[src/rtl/fsm_pkg.sv]
// Shared definitions for the coin/key front end of the cola vending machine.
//   - State encoding of the debounce FSM (also used by debug tooling).
//   - Default debounce window: 20 ms at 50 MHz.
package fsm_pkg;

  localparam logic [1:0] ST_IDLE    = 2'd0;
  localparam logic [1:0] ST_FILT_DN = 2'd1;
  localparam logic [1:0] ST_DOWN    = 2'd2;
  localparam logic [1:0] ST_FILT_UP = 2'd3;

  typedef enum logic [1:0] {
    IDLE    = ST_IDLE,
    FILT_DN = ST_FILT_DN,
    DOWN    = ST_DOWN,
    FILT_UP = ST_FILT_UP
  } state_t;

  localparam int CNT_MAX_50M = 999_999;

endpackage

[src/rtl/sync_2ff.sv]
// Two-flop synchronizer for a single asynchronous input.
// Ports:
//   clk  - destination clock
//   rst  - asynchronous, active-high reset; both flops load RST_VAL
//   d    - asynchronous input
//   q    - synchronized output (two clk edges of latency)
module sync_2ff #(
  parameter logic RST_VAL = 1'b1
) (
  input  logic clk,
  input  logic rst,
  input  logic d,
  output logic q
);

  logic sync1_q, sync1_d;
  logic sync2_q, sync2_d;

  always_comb begin
    sync1_d = d;
    sync2_d = sync1_q;
  end

  always_ff @(posedge clk or posedge rst) begin
    if (rst) begin
      sync1_q <= RST_VAL;
      sync2_q <= RST_VAL;
    end else begin
      sync1_q <= sync1_d;
      sync2_q <= sync2_d;
    end
  end

  assign q = sync2_q;

endmodule

[src/rtl/coin_key_filter.sv]
// Coin sensor conditioner: turns a raw, bouncing, active-low coin/key input
// into a clean one-cycle coin pulse for the vending FSM, plus a debounced
// pressed level and a running count of accepted coins.
// Ports:
//   sys_clk  - system clock, all logic on the rising edge
//   sys_rst  - asynchronous, active-high reset
//   key_in   - raw sensor, active-low, asynchronous, may bounce
//   po_money - one-cycle pulse per accepted coin (drives the FSM's pi_money)
//   key_flag - debounced pressed level (1 = pressed)
//   coin_cnt - accepted coins, wraps modulo 2^COIN_W
//
// A level change is accepted only after the synchronized input has held the
// new level on CNT_MAX+1 consecutive edges (entry edge plus CNT_MAX counts).
module coin_key_filter
  import fsm_pkg::*;
#(
  parameter int CNT_MAX = CNT_MAX_50M,
  parameter int CNT_W   = $clog2(CNT_MAX),
  parameter int COIN_W  = 8
) (
  input  logic              sys_clk,
  input  logic              sys_rst,
  input  logic              key_in,
  output logic              po_money,
  output logic              key_flag,
  output logic [COIN_W-1:0] coin_cnt
);

  localparam logic [CNT_W-1:0] CNT_LAST = CNT_W'(CNT_MAX - 1);

  logic key_s;  // synchronized key, 0 = pressed

  sync_2ff #(
    .RST_VAL (1'b1)
  ) u_sync (
    .clk (sys_clk),
    .rst (sys_rst),
    .d   (key_in),
    .q   (key_s)
  );

  state_t              state_q, state_d;
  logic [CNT_W-1:0]    cnt_q, cnt_d;
  logic                po_money_q, po_money_d;
  logic                key_flag_q, key_flag_d;
  logic [COIN_W-1:0]   coin_cnt_q, coin_cnt_d;

  always_comb begin
    state_d    = state_q;
    cnt_d      = cnt_q;
    po_money_d = 1'b0;  // pulse lasts exactly one cycle
    key_flag_d = key_flag_q;
    coin_cnt_d = coin_cnt_q;
    case (state_q)
      IDLE: begin
        if (!key_s) begin
          state_d = FILT_DN;
          cnt_d   = '0;
        end
      end
      FILT_DN: begin
        if (key_s) begin
          state_d = IDLE;  // press bounce rejected
        end else if (cnt_q == CNT_LAST) begin
          state_d    = DOWN;
          po_money_d = 1'b1;
          key_flag_d = 1'b1;
          coin_cnt_d = coin_cnt_q + COIN_W'(1);
        end else begin
          cnt_d = cnt_q + CNT_W'(1);
        end
      end
      DOWN: begin
        if (key_s) begin
          state_d = FILT_UP;
          cnt_d   = '0;
        end
      end
      FILT_UP: begin
        if (!key_s) begin
          state_d = DOWN;  // release bounce, still pressed, no new coin
        end else if (cnt_q == CNT_LAST) begin
          state_d    = IDLE;
          key_flag_d = 1'b0;
        end else begin
          cnt_d = cnt_q + CNT_W'(1);
        end
      end
      default: begin
        state_d = IDLE;
        cnt_d   = '0;
      end
    endcase
  end

  always_ff @(posedge sys_clk or posedge sys_rst) begin
    if (sys_rst) begin
      state_q    <= IDLE;
      cnt_q      <= '0;
      po_money_q <= 1'b0;
      key_flag_q <= 1'b0;
      coin_cnt_q <= '0;
    end else begin
      state_q    <= state_d;
      cnt_q      <= cnt_d;
      po_money_q <= po_money_d;
      key_flag_q <= key_flag_d;
      coin_cnt_q <= coin_cnt_d;
    end
  end

  assign po_money = po_money_q;
  assign key_flag = key_flag_q;
  assign coin_cnt = coin_cnt_q;

endmodule

[config.mk]
export PLATFORM = sky130hd
export DESIGN_NAME = coin_key_filter
export DESIGN_NICKNAME = d
export VERILOG_FILES = /design/src/rtl/fsm_pkg.sv /design/src/rtl/sync_2ff.sv /design/src/rtl/coin_key_filter.sv
export SDC_FILE = /design/constraint.sdc
export NUM_CORES = 1
export LEC_CHECK = 0
export CORE_MARGIN = 4
export CORE_UTILIZATION = 45
export DETAILED_ROUTE_END_ITERATION = 12
export SYNTH_ARGS = -nofsm -noshare
export SYNTH_HDL_FRONTEND = slang
export SYNTH_SLANG_ARGS = --single-unit
[constraint.sdc]
create_clock -name sys_clk -period 5.18 [get_ports sys_clk]
set_clock_uncertainty 0.2 [all_clocks]
set_input_delay 1.554 -clock sys_clk [delete_from_list [all_inputs] [get_ports sys_clk]]
set_output_delay 1.554 -clock sys_clk [all_outputs]
set_load 0.02 [all_outputs]
==> flow_metrics.py <==
metrics = {
    "power_and_ir_drop": {
        "p_leak_uw": 0.000860,
        "power_frac_comb_pct": 5.6,
        "switching_power_uw": 127,
        "p_clk_share_pct": 42.6,
        "power.internal_uw": 427,
        "power_frac_seq_pct": 51.8,
        "ir_worst_vdd_uv": 152,
        "switching_share_pct": 23.0,
        "power_density_nw_per_um2": 271,
    },
    "floorplanning": {
        "pin_count": 13,
        "fp.dieH_um": 70.8,
        "core_um2": 3740,
        "rows": 22,
        "die_area_um2": 5010,
        "initial_core_util_pct": 47.4,
        "die-width_um": 70.8,
    },
    "yosys": {
        "ys_async_sr_fraction_pct": 100,
        "synth_xor_area_share_pct": 3.95,
        "synth_top_family_by_area": "simple AND/OR/NAND/NOR gates",
        "synth_ff_type": "dfrtp_1",
        "syn-instance-count": 185,
        "synthSimpleGateAreaFrac_pct": 26.0,
        "syn_avg_cell_area_um2": 9.60,
        "muxShareOfSynthArea_pct": 1.48,
        "yosysTopAreaCell": "dfrtp_1",
        "yosysTopAreaCellShare_pct": 45.1,
        "synth_common_cells": "dfrtp_1, nand2_1, a21oi_1, a31oi_1, o21ai_0",
        "ys_types": 44,
        "synthAdderAreaFrac_pct": 2.11,
        "ys_top_cells_by_area": "dfrtp_1, a31oi_1, nand2_1",
        "synth_most_common_cell": "dfrtp_1",
        "netlist_area_um2": 1780,
        "synth_edf_count": 0,
        "syn_nets": 191,
        "ys_ff_latch": 34,
        "ys_warn_count": 0,
        "seq_area_frac_synth_pct": 48.1,
        "synth_compound_area_share_pct": 14.2,
    },
    "route": {
        "wire_per_inst_um": 15.3,
        "routed_via_density": 6.08,
        "ant_nets": 0,
        "via_count": 1507,
        "drt_pass1_iterations": 4,
        "drc": 0,
        "routed_wl_mm": 3.80,
        "drtIter0Drc": 184,
    },
    "worst_setup_path": {
        "cp.arrival_ns": 1.34,
        "r2r-end": "cnt_q[4]",
        "worstPathCellList": "clkdlybuf4s50_1",
        "crit_path_end_kind": "primary output",
        "worst_path_dominant_cell_family": "buffers and inverters",
        "crit_buf_inv": 1,
        "cpMaxStageDelayCell": "clkdlybuf4s50_1",
        "worstPathRequired_ns": 3.43,
        "slowest_delay_ns": 0.63,
        "r2r-start": "u_sync.q",
        "crit_fanout": 5,
        "cp.depth": 1,
        "critPathKind": "flip-flop to primary output",
        "reg2regPathDepth": 6,
        "rrSetupSlack_ns": 2.60,
        "worstSetupStartpointType": "flip-flop",
    },
    "job": {
        "maxCapViolCount": 0,
    },
    "timing": {
        "final_max_slew_viol_count": 0,
        "tns_ns": 0,
        "fin_crit_sh_pct": 59.8,
        "setup_viol": 0,
        "setup_slack_ns": 2.08,
        "rsz0062_at_grt": "false",
        "hold_viol_final": 0,
        "fmax_mhz": 323,
        "worst_pin_slew_ns": 0.721,
        "relSlewSlack_pct": 51.5,
        "hold_ws_ns": 0.157,
        "finalCriticalPeriod_ns": 3.10,
    },
    "run_status": {
        "status": "finished, final reports clean",
    },
    "place": {
        "placed_area_um2": 1930,
        "place_congestion": 0.808,
        "portBuffers": 12,
        "pre_cts_ws_ns": 2.39,
        "dp_hpwl_mm": 2.70,
    },
    "layout": {
        "area_delta_synth_final_pct": 15.1,
        "fin_nets": 205,
        "multiInputGateArea_um2": 848,
        "regArea_um2": 853,
        "final_util_pct": 54.6,
        "antenna_cells": 0,
        "n_fill_cell": 360,
        "drive_above_1_share_pct": 12.0,
        "finalInstanceArea_um2": 2040,
    },
    "min_path": {
        "hold_depth": 0,
        "hp-class": "flip-flop to flip-flop",
        "hold_path_end": "u_sync.q",
        "min_from": "u_sync.sync1_q",
    },
    "grt": {
        "grt_pass1_vias": 1403,
        "gr-total-overflow": 0,
        "antenna_found_initial": 0,
        "grt_pass1_wl_mm": 6.65,
        "grt_max_degree": 35,
        "track_usage_pct": 16.6,
    },
    "cts": {
        "h-tree-depth": 2,
        "post_cts_buffers": 0,
        "ctsRootBufferMaster": "clkbuf_8",
        "cts_inserted_buffers": 5,
        "clk_path_buf_depth": 2,
        "post_cts_resized": 0,
        "path_clk_slew_ns": 0.07,
        "hold_buffers": 0,
        "cts_sinks": 34,
        "cts_tree": "done",
        "clk-insertion-delay-late_ns": 0.28,
    },
}
[kinds of logic after synthesis]
group / after synthesis
fa+ha+maj: 3
flops: 34
mux: 2
simple gates: 78
xor+xnor: 8
compound gates: 43
buf+inv: 17
[metal layers]
layer | global-route usage (%) | share of wire [%] | vias to the layer above
li1 | - | - | 711
met1 | 23.4 | 46 | 742
met4 | 6.47 | 1.2 | 0
met5 | 0 | 0 | -
met3 | 3.13 | 5.8 | 5
met2 | 25.3 | 47 | 49
[per-stage QoR]
stage               cells  total power [µW]
detailed placement    240               324
CTS                   248               561
finish                248               555
global placement      240               322
floorplan             185               311
global route          248               578
[flip-flops by register name, summed over array words and instances, names as in the netlist, named ones only]
signal / count
cnt_q: 20
coin_cnt: 8
key_flag: 1
po_money: 1
state_q: 1
u_sync.q: 1
u_sync.sync1_q: 1
[power groups by stage]
stage               Sequential [µW]  Clock [µW]  Combinational [µW]
CTS                             287         242                31.8
global route                    289         254                35.4
floorplan                       288           0                23.6
global placement                291           0                30.6
detailed placement              292           0                31.9
finish                          287         236                31.2
[layout make-up]
class	count	area share, %
flip-flops and latches	34	41.8
multi-input cells	134	41.5
repair buffers	14	6.61
clock buffers	5	3.37
well taps	48	2.94
clock inverters	3	1.96
inverters	10	1.84
[worst max path at each step]
stage | start | endpoint | slack, ns
2_1_floorplan | sys_rst | asynchronous set/reset pin | 2.68
3_3_place_gp | coin_cnt[2] | coin_cnt[2] | 2.41
3_5_place_dp | coin_cnt[3] | coin_cnt[3] | 2.39
4_1_cts | coin_cnt[3] | coin_cnt[3] | 2.07
5_1_grt | coin_cnt[3] | coin_cnt[3] | 2.01
6_report | coin_cnt[3] | coin_cnt[3] | 2.08
[layout by cell type (no fill, tap or decap), types with 2 or more instances in the layout]
cell / n
nand2_1: 19
nor3_1: 7
a21oi_1: 13
nor2_1: 4
xnor2_1: 4
dfstp_2: 2
inv_1: 9
nand4_1: 9
dfrtp_1: 32
a31oi_1: 12
or3_1: 5
clkdlybuf4s50_1: 12
o31ai_1: 2
ha_1: 3
nand4b_1: 3
buf_4: 2
and3_1: 4
xor2_1: 4
or4_1: 2
nand2b_1: 2
o21ai_0: 11
clkinv_2: 2
nand3_1: 10
clkbuf_8: 5
(Power assumes the default switching activity.)
